===== src/rtl/muldiv_pkg.sv =====
// Shared definitions for the RV32M multiply/divide sequencer: op codes,
// FSM states and the default datapath width.
package muldiv_pkg;

    localparam int XLEN_DEFAULT = 32;

    // Op codes as produced by the decoder's alu_control field for M-ops.
    localparam logic [3:0] MD_MUL    = 4'd0;
    localparam logic [3:0] MD_MULH   = 4'd1;
    localparam logic [3:0] MD_MULHSU = 4'd2;
    localparam logic [3:0] MD_MULHU  = 4'd3;
    localparam logic [3:0] MD_DIV    = 4'd4;
    localparam logic [3:0] MD_DIVU   = 4'd5;
    localparam logic [3:0] MD_REM    = 4'd6;
    localparam logic [3:0] MD_REMU   = 4'd7;

    typedef enum logic [1:0] {
        IDLE = 2'd0,
        MUL  = 2'd1,
        DIV  = 2'd2,
        DONE = 2'd3
    } md_state_t;

endpackage


===== src/rtl/muldiv_div_core.sv =====
// Restoring divider datapath on unsigned magnitudes. One quotient bit is
// produced per step. The next-step quotient/remainder are exposed so the
// sequencer can register the final result on the last step's edge.
module muldiv_div_core
    import muldiv_pkg::*;
#(
    parameter int XLEN = XLEN_DEFAULT
) (
    input  logic            i_clk,
    input  logic            i_rst,
    input  logic            i_load,
    input  logic            i_step,
    input  logic [XLEN-1:0] i_dividend,
    input  logic [XLEN-1:0] i_divisor,
    output logic [XLEN-1:0] o_quo_nxt,
    output logic [XLEN-1:0] o_rem_nxt
);

    logic [XLEN-1:0] r_rem;
    logic [XLEN-1:0] r_quo;
    logic [XLEN-1:0] r_dvs;
    logic [XLEN:0]   w_shift;
    logic [XLEN:0]   w_diff;
    logic            w_fits;

    // The partial remainder stays below the divisor, so one extra bit holds
    // the shifted value and the sign of the trial subtraction.
    assign w_shift   = {r_rem, r_quo[XLEN-1]};
    assign w_diff    = w_shift - {1'b0, r_dvs};
    assign w_fits    = ~w_diff[XLEN];
    assign o_rem_nxt = w_fits ? w_diff[XLEN-1:0] : w_shift[XLEN-1:0];
    assign o_quo_nxt = {r_quo[XLEN-2:0], w_fits};

    // Load magnitudes on acceptance, then shift/subtract once per step.
    always_ff @(posedge i_clk) begin
        if (i_rst) begin
            r_rem <= {XLEN{1'b0}};
            r_quo <= {XLEN{1'b0}};
            r_dvs <= {XLEN{1'b0}};
        end else if (i_load) begin
            r_rem <= {XLEN{1'b0}};
            r_quo <= i_dividend;
            r_dvs <= i_divisor;
        end else if (i_step) begin
            r_rem <= o_rem_nxt;
            r_quo <= o_quo_nxt;
        end else begin
            r_rem <= r_rem;
            r_quo <= r_quo;
            r_dvs <= r_dvs;
        end
    end

endmodule


===== src/rtl/muldiv_sequencer.sv =====
// Multi-cycle RV32M execution unit. Holds the pipeline via o_stall while a
// multiply (2 cycles) or divide (33 cycles, or 1 for divide-by-zero and
// signed overflow) is in flight and emits a one-cycle o_done pulse.
module muldiv_sequencer
    import muldiv_pkg::*;
#(
    parameter int XLEN = XLEN_DEFAULT
) (
    input  logic            i_clk,
    input  logic            i_rst,
    input  logic            i_start,
    input  logic [3:0]      i_op,
    input  logic [XLEN-1:0] i_rs1,
    input  logic [XLEN-1:0] i_rs2,
    input  logic            i_flush,
    output logic            o_stall,
    output logic            o_busy,
    output logic            o_done,
    output logic [XLEN-1:0] o_result
);

    localparam int              CW   = $clog2(XLEN);
    localparam logic [CW-1:0]   LAST = CW'(XLEN - 1);

    md_state_t       r_state;
    logic [3:0]      r_op;
    logic [XLEN-1:0] r_a;
    logic [XLEN-1:0] r_b;
    logic [CW-1:0]   r_cnt;
    logic            r_neg_q;
    logic            r_neg_r;
    logic            r_done;
    logic [XLEN-1:0] r_result;

    logic              w_idle_or_done;
    logic              w_accept;
    logic              w_div_zero;
    logic              w_div_ovf;
    logic              w_a_neg;
    logic              w_b_neg;
    logic [XLEN-1:0]   w_a_mag;
    logic [XLEN-1:0]   w_b_mag;
    logic              w_load;
    logic              w_step;
    logic [XLEN-1:0]   w_q_nxt;
    logic [XLEN-1:0]   w_r_nxt;
    logic [XLEN-1:0]   w_div_res;
    logic              w_a_sgn;
    logic              w_b_sgn;
    logic [2*XLEN-1:0] w_a_ext;
    logic [2*XLEN-1:0] w_b_ext;
    logic [2*XLEN-1:0] w_prod;
    logic [XLEN-1:0]   w_mul_res;

    // Acceptance and special-case detection work on the live decode inputs.
    assign w_idle_or_done = (r_state == IDLE) | (r_state == DONE);
    assign w_accept   = i_start & ~i_op[3] & w_idle_or_done;
    assign w_div_zero = (i_rs2 == {XLEN{1'b0}});
    assign w_div_ovf  = ~i_op[0] & (i_rs1 == {1'b1, {(XLEN-1){1'b0}}})
                        & (i_rs2 == {XLEN{1'b1}});
    assign w_a_neg    = ~i_op[0] & i_rs1[XLEN-1];
    assign w_b_neg    = ~i_op[0] & i_rs2[XLEN-1];
    assign w_a_mag    = w_a_neg ? (-i_rs1) : i_rs1;
    assign w_b_mag    = w_b_neg ? (-i_rs2) : i_rs2;
    assign w_load     = w_accept & ~i_rst & ~i_flush & i_op[2] & ~w_div_zero & ~w_div_ovf;
    assign w_step     = (r_state == DIV) & ~i_rst & ~i_flush;

    muldiv_div_core #(.XLEN(XLEN)) u_div_core (
        .i_clk      (i_clk),
        .i_rst      (i_rst),
        .i_load     (w_load),
        .i_step     (w_step),
        .i_dividend (w_a_mag),
        .i_divisor  (w_b_mag),
        .o_quo_nxt  (w_q_nxt),
        .o_rem_nxt  (w_r_nxt)
    );

    // Sign fix-up: quotient negated on differing signs, remainder follows dividend.
    assign w_div_res = r_op[1] ? (r_neg_r ? (-w_r_nxt) : w_r_nxt)
                               : (r_neg_q ? (-w_q_nxt) : w_q_nxt);

    // Sign-extend to 2*XLEN so a single multiplier covers all four variants.
    assign w_a_sgn   = (r_op[1:0] == 2'b01) | (r_op[1:0] == 2'b10);
    assign w_b_sgn   = (r_op[1:0] == 2'b01);
    assign w_a_ext   = {{XLEN{w_a_sgn & r_a[XLEN-1]}}, r_a};
    assign w_b_ext   = {{XLEN{w_b_sgn & r_b[XLEN-1]}}, r_b};
    assign w_prod    = w_a_ext * w_b_ext;
    assign w_mul_res = (r_op[1:0] == 2'b00) ? w_prod[XLEN-1:0] : w_prod[2*XLEN-1:XLEN];

    // Decode is held while an op is pending acceptance or in flight; DONE releases it.
    assign o_stall  = w_accept | (r_state == MUL) | (r_state == DIV);
    assign o_busy   = (r_state == MUL) | (r_state == DIV);
    assign o_done   = r_done;
    assign o_result = r_result;

    // Sequencer FSM: accept, iterate, deliver one-cycle done; flush aborts silently.
    always_ff @(posedge i_clk) begin
        if (i_rst) begin
            r_state  <= IDLE;
            r_op     <= 4'd0;
            r_a      <= {XLEN{1'b0}};
            r_b      <= {XLEN{1'b0}};
            r_cnt    <= {CW{1'b0}};
            r_neg_q  <= 1'b0;
            r_neg_r  <= 1'b0;
            r_done   <= 1'b0;
            r_result <= {XLEN{1'b0}};
        end else if (i_flush) begin
            r_state <= IDLE;
            r_cnt   <= {CW{1'b0}};
            r_done  <= 1'b0;
        end else begin
            r_done <= 1'b0;
            case (r_state)
                IDLE, DONE: begin
                    if (w_accept) begin
                        r_op    <= i_op;
                        r_a     <= i_rs1;
                        r_b     <= i_rs2;
                        r_cnt   <= {CW{1'b0}};
                        r_neg_q <= w_a_neg ^ w_b_neg;
                        r_neg_r <= w_a_neg;
                        if (!i_op[2]) begin
                            r_state <= MUL;
                        end else if (w_div_zero) begin
                            r_state  <= DONE;
                            r_done   <= 1'b1;
                            r_result <= i_op[1] ? i_rs1 : {XLEN{1'b1}};
                        end else if (w_div_ovf) begin
                            r_state  <= DONE;
                            r_done   <= 1'b1;
                            r_result <= i_op[1] ? {XLEN{1'b0}} : i_rs1;
                        end else begin
                            r_state <= DIV;
                        end
                    end else begin
                        r_state <= IDLE;
                    end
                end
                MUL: begin
                    if (r_op[3:2] == 2'b00) begin
                        r_state  <= DONE;
                        r_done   <= 1'b1;
                        r_result <= w_mul_res;
                    end else begin
                        r_state <= IDLE;
                    end
                end
                DIV: begin
                    if (r_op[3:2] != 2'b01) begin
                        r_state <= IDLE;
                    end else if (r_cnt == LAST) begin
                        r_state  <= DONE;
                        r_done   <= 1'b1;
                        r_result <= w_div_res;
                        r_cnt    <= {CW{1'b0}};
                    end else begin
                        r_cnt <= r_cnt + {{(CW-1){1'b0}}, 1'b1};
                    end
                end
                default: begin
                    r_state <= IDLE;
                end
            endcase
        end
    end

endmodule


===== config.mk =====
export PLATFORM = sky130hd
export DESIGN_NAME = muldiv_sequencer
export DESIGN_NICKNAME = d
export VERILOG_FILES = /design/src/rtl/muldiv_pkg.sv /design/src/rtl/muldiv_div_core.sv /design/src/rtl/muldiv_sequencer.sv
export SDC_FILE = /design/constraint.sdc
export NUM_CORES = 2
export LEC_CHECK = 0
export CORE_ASPECT_RATIO = 0.9
export CORE_MARGIN = 5
export CORE_UTILIZATION = 40
export DETAILED_ROUTE_END_ITERATION = 8
export SYNTH_ARGS = -nofsm -noshare
export SYNTH_HDL_FRONTEND = slang
export SYNTH_HIERARCHICAL = 1
export SYNTH_SLANG_ARGS = --single-unit
export TNS_END_PERCENT = 20

===== constraint.sdc =====
create_clock -name i_clk -period 8 [get_ports i_clk]
set_input_delay 0.8 -clock i_clk [delete_from_list [all_inputs] [get_ports i_clk]]
set_output_delay 0.8 -clock i_clk [all_outputs]
set_load 0.02 [all_outputs]

# == Word level (Yosys, flattened, before mapping) ==
# Cells that the tools add are included.
# totals
reg_bits,206
in_bits,72
# op_classes
add_sub_neg,6
mul,1
n_eq_ne,16
n_mux,39
bitwise_logic,28
reduce_logical,12
# op_table
op,n
32-bit 2-to-1 mux,18
32-bit negator,4
32-bit case mux with 3 select lines,1
32-bit equality test (second input constant),2
33-bit by 33-bit multiplier with 64-bit output,1
33-bit by 32-bit subtractor with 33-bit output,1
32-bit zero test,1
1-bit AND,15
5-bit 2-to-1 mux,3
2-bit 2-to-1 mux,5
5-bit case mux with 2 select lines,1
1-bit 2-to-1 mux,9
1-bit inverter,7
7-bit AND reduction,1
2-bit equality test (second input constant),3
2-bit zero test,3
2-bit by 1-bit != test with 1-bit output (second input constant),3
2-bit != test (second input constant),3
2-bit case mux with 3 select lines,1
3-bit AND reduction,2
2-bit OR reduction,3
5-bit by 1-bit adder with 5-bit output (second input constant),1
5-bit equality test (second input constant),1
1-bit OR,5
other kinds (6),8

# == Logic depth before layout (Yosys ltp) ==
# logic_depth
ltp_word,9
ltp_mapped,33

# == Hierarchy ==
# The synthesis kept the hierarchy.
# modules_own_cells
mod,instances,cells_each,area_each_um2,seq_area_each_um2
muldiv_sequencer,1,5440,46260.6,2202.1
muldiv_div_core,1,790,6448.7,1921.8

# == Worst setup path after synthesis ==
# No wires, ideal clock.
# synth_path
path_type,register to register
from,register r_op[1]
to,register r_result[30] (netlist: o_result[30])
setup_time_ns,0.139
arrival_time_ns,8.509
t_required_ns,7.861
path_slack_ns,-0.649
path_stages_with_launch,31
path_buffers,2
cell_sequence,dfxtp_1 -> clkbuf_1 -> inv_2 -> ha_1 -> and2_0 -> nand2_1 -> inv_1 -> fa_1 -> fa_1 -> fa_1 -> inv_1 -> fa_1 -> inv_1 -> fa_1 -> fa_1 -> inv_1 -> fa_1 -> fa_1 -> inv_1 -> ha_1 -> clkbuf_1 -> nand4_1 -> nor2_1 -> nand4_1 -> nor4_1 -> a2111oi_0 -> o31ai_1 -> nor2b_1 -> mux2_2 -> o211ai_1 -> a221oi_1
# synth_via
elab_chain_len,7
word_cells_on_any_way,13
# synth_lines
element,line,rtl
start: declaration,muldiv_sequencer.sv:26,logic [3:0] r_op;
start signal: assignment,muldiv_sequencer.sv:118,r_op <= i_op;
2-bit by 1-bit equality test with 1-bit output / 2-bit equality test (equally long branches),"muldiv_sequencer.sv:84, muldiv_sequencer.sv:85",
1-bit OR,muldiv_sequencer.sv:84,assign w_a_sgn = (r_op[1:0] == 2'b01) | (r_op[1:0] == 2'b10);
1-bit AND,muldiv_sequencer.sv:86,"assign w_a_ext = {{XLEN{w_a_sgn & r_a[XLEN-1]}}, r_a};"
33-bit by 33-bit multiplier with 64-bit output,muldiv_sequencer.sv:88,assign w_prod = w_a_ext * w_b_ext;
32-bit 2-to-1 mux,muldiv_sequencer.sv:89,assign w_mul_res = (r_op[1:0] == 2'b00) ? w_prod[XLEN-1:0] : w_prod[2*XLEN-1:XLEN];
32-bit 2-to-1 mux,muldiv_sequencer.sv:142,if (r_op[3:2] == 2'b00) begin
32-bit case mux with 3 select lines (*),muldiv_sequencer.sv:115,case (r_state)
end signal: assignment,muldiv_sequencer.sv:129,r_result <= i_op[1] ? i_rs1 : {XLEN{1'b1}};
end signal: assignment,muldiv_sequencer.sv:145,r_result <= w_mul_res;
end signal: assignment,muldiv_sequencer.sv:156,r_result <= w_div_res;
end: declaration,muldiv_sequencer.sv:33,logic [XLEN-1:0] r_result;
# Every way passes the cells marked *; elsewhere a longest branch is shown, timed or not. The select of a mux whose other input is x is not followed.
# A chain may end at the register's enable or synchronous reset.

# == Final worst setup path ==
# layout_path
from,register r_op[1]
to,register r_result[26] (netlist: o_result[26])
# Same word-level chain as after synthesis.

==> results.md <==
* Post-synthesis cell type count at 90
* First-pass iteration count of the detailed router at 5
* Netlist Area Pre-Place at around 53,000 sq um
* Post-placement cell area at ~58,000 sq um
* Quantity of hold-fixing buffers added after cts at 0
* Number of synthesized register bits at between 200 and 250
* Share of flip-flops with an asynchronous set or reset after synthesis at 0%
* Via count of the first global-routing pass at 44.7k
* Critical path destination: o_result[26]
* CP max stage delay at between 0.5 and 0.6 ns
* Cell mode on critical path: fa_1
* Violations in the final reports: setup timing
* Final global-route overflow total at 0
* 1st-iter DRT viols at approximately 3.2k
* CTS tree: built
* Maximum clock path buffer count at 3
* Mean post-synth cell area at between 8 and 9 sq um
* Power density over the cells at roughly 60 nW/um^2
* Worst setup skew after layout at about 0.023 ns
* Post-placement worst setup slack at -0.298 ns
* Min-Delay Path Depth at 2
* Post-Synthesis Cells at 6,230
* Width of the die at 393 um
* Initial antenna violation count at 2
* Reg-to-reg critical path endpoint: o_result[26]
* Slowest-stage cell, CP: fa_2
* Run status: finished, violations left
* H-Tree Depth at 1
* Period Utilization, post-route at 101%
* Tightest Pin Transition at about 1.2 ns
* Post-route setup slack at -0.0654 ns
* Cell taking the most area after synthesis: fa_1
* Count of antenna-violating nets left after detailed routing at 0
* Starting Density at 40.2%
* Setup Crit Path Kind: register to register
* Synthesized Nets at roughly 7.7k
* Share of the synthesized area in the top cell type at 42.8%
* Num ports at approximately 110
* Most common library cell in the layout ignoring fill and taps: inv_1
* WL/cell at just under 20 um
* Register area share after synthesis at under 10%
* Die ar. at around 140,000 sq um
* Final instance area at 60,100 sq um
* Maximum fanout count along the critical path at 7
* Routed WL at roughly 160,000 um
* # DRC at 0
* Hold Crit Class: register to register
* Total routing usage reported by global routing at between 20% and 30%
* Pins over their slew limit at 0
* Number of buffers inserted during clock tree synthesis at 26
* Estimated wirelength of the detail-placed design at ~130,000 um
* Die H at approximately 350 um
* Maximum achievable frequency at roughly 0.12 GHz
* Worst flop-to-flop path startpoint: r_op[1]
* Clock-pin transition on the worst setup and hold timing paths at roughly 0.060 ns
* Final-stage net count at 7,859
* Global-route wire length before repair at 259,000 um
* Final number of setup-violating endpoints at 5
* Quantity of I/O buffers inserted on ports at 106
* Launching element of the worst setup path: r_op[1]
* Max capacitance violation total at 0
* Vias at 42.6k
* Clock network latency to the later pin of the worst-skew pair at roughly 0.56 ns
* Layout-stage area growth over the synthesis result at 14.1%
* Worst ir drop on vdd at 136 uV
* Via/cell ratio at roughly 5.2
* Kind of end point of the critical path: register
* Logic depth of the worst register-to-register path at 29
* WP data required at 8.42 ns
* Share of post-route cells with drive strength above 1 at between 10% and 20%
* Number of flops mapped to enable cells by yosys at 0
* Aggregate negative setup slack at -0.171 ns
* Worst slew margin relative to its limit at roughly a fifth
* Area of the core region at 131,000 sq um
* Commonest cells after routing, fill and taps aside: inv_1, fa_1, nand2_1
* Element type at the critical path start: register
* Hold Violations, Final at 0
* Reported leakage power at around 27 nW
* Final Wtd Congestion at slightly above 0.9
* Pin count of the biggest net entering global routing at between 100 and 150
* Root Buffer: clkbuf_16
* Yosys warning count at 6
* Post-layout min period at just over 8 ns
* Reg-to-reg slack, setup at -0.07 ns
* Main synth FF type: dfxtp_1
* Total number of clock tree sinks at approximately 200
* Number of rows created at floorplan at 126
* Unrepaired setup endpoints after global routing: true
* Most area-consuming cells after synthesis: fa_1, inv_1, dfxtp_1
* CP Data Arrival Time at between 8 and 9 ns
report_power, final:
group	switching (mW)	leakage (nW)	internal, mW
Sequential	0.0232	1.67	1.05
Combinational	0.835	24.8	0.484
Clock	0.533	0.440	0.752
Total	1.39	26.9	2.28
flip-flops by register name (all words and copies together), names as in the netlist, 2 cells and up:
register / cells
u_div_core/r_dvs: 32
o_result: 32
r_state: 2
u_div_core/r_rem: 32
r_b: 32
r_cnt: 5
r_a: 32
r_op: 4
u_div_core/r_quo: 32
cell usage after synthesis, drive strengths merged (18+ instances only):
library cell and number:
a21o 44, buf 61, o21ai 156, or4 20, mux2i 71, or2 23
xnor2 125, o211ai 25, dfxtp 206, nand2 1078, nor3 48, a21oi 265
a31oi 25, nor2 272, clkbuf 344, maj3 25, nand3 35, nand2b 19
o31ai 28, o21a 26, inv 1259, fa 1126, a221oi 20, mux2 26
nor4 26, and2 278, nand4 28, and3 37, or3 18, ha 255
xor2 88
routing by layer:
metal / up-vias / part of all wire [%] / wire, um / global-route usage (%)
li1: 19200 / - / - / -
met1: 21900 / 44 / 71900 / 33.5
met2: 1280 / 47 / 76900 / 39.5
met3: 210 / 5.6 / 9140 / 1.97
met4: 0 / 2.4 / 3960 / 4.63
met5: - / 0 / 0 / 0
cells by family (layout without fill, tap and decap cells):
group                    after synthesis  count (layout)  synth area share [%]
AO/OA/AOI/OAI                        723             723                  8.72
XOR/XNOR                             213             213                  3.54
flip-flops                           206             206                  7.82
other                                  0               2                     0
adder cells (fa/ha/maj)             1406            1406                  49.3
buffers and inverters               1666            1862                  12.2
multiplexers                          97              97                  2.07
AND/OR/NAND/NOR                     1919            1919                  16.3
stage by stage:
| stage | instances | util (%) | total power, mW | hold slack, ns |
|---|---|---|---|---|
| finish | 8156 | 45.9 | 3.67 | 0.460 |
| global route | 8154 | 45.9 | 3.83 | 0.474 |
| global placement | 8080 | 44.5 | 2.35 | 0.447 |
| floorplan | 6230 | - | 1.85 | 0.454 |
| detailed placement | 8080 | 44.5 | 2.36 | 0.450 |
| CTS | 8141 | 45.5 | 3.66 | 0.459 |
worst min path at each step:
stage	from	endpoint	slack (ns)
finish	o_result[3]	o_result[3]	0.46
global route	o_result[3]	o_result[3]	0.47
CTS	o_result[1]	o_result[1]	0.46
detailed placement	o_result[1]	o_result[1]	0.45
global placement	o_result[10]	o_result[10]	0.45
floorplan	r_op[0]	r_op[0]	0.45
worst max-delay path: cells and delay by family (launching register included):
kind / cells / cell delay [ns]
AOI/OAI and AO/OA: 6 / 1.36
adders and majority gates: 10 / 4.46
buffers and inverters: 8 / 0.84
DFF: 1 / 0.37
and+or+nand+nor: 5 / 0.89
timing repair:
action | CTS | global route
setup buffers | 13 | 13
gates resized for setup | 62 | 97
setup endpoints to repair | 25 | 31
pin swaps | 53 | 50
area by class of cell:
class                           instances  area, sq um
Fill cell                           12700        70900
Multi-Input combinational cell       4358        42800
Timing Repair Buffer                  553         5360
Inverter                             1261         4750
Sequential cell                       206         4130
Tap cell                             1728         2160
Clock buffer                           34          742
Clock inverter                         14          160
Antenna cell                            2         5.00
Note: power is estimated with default switching activity, not from simulation.
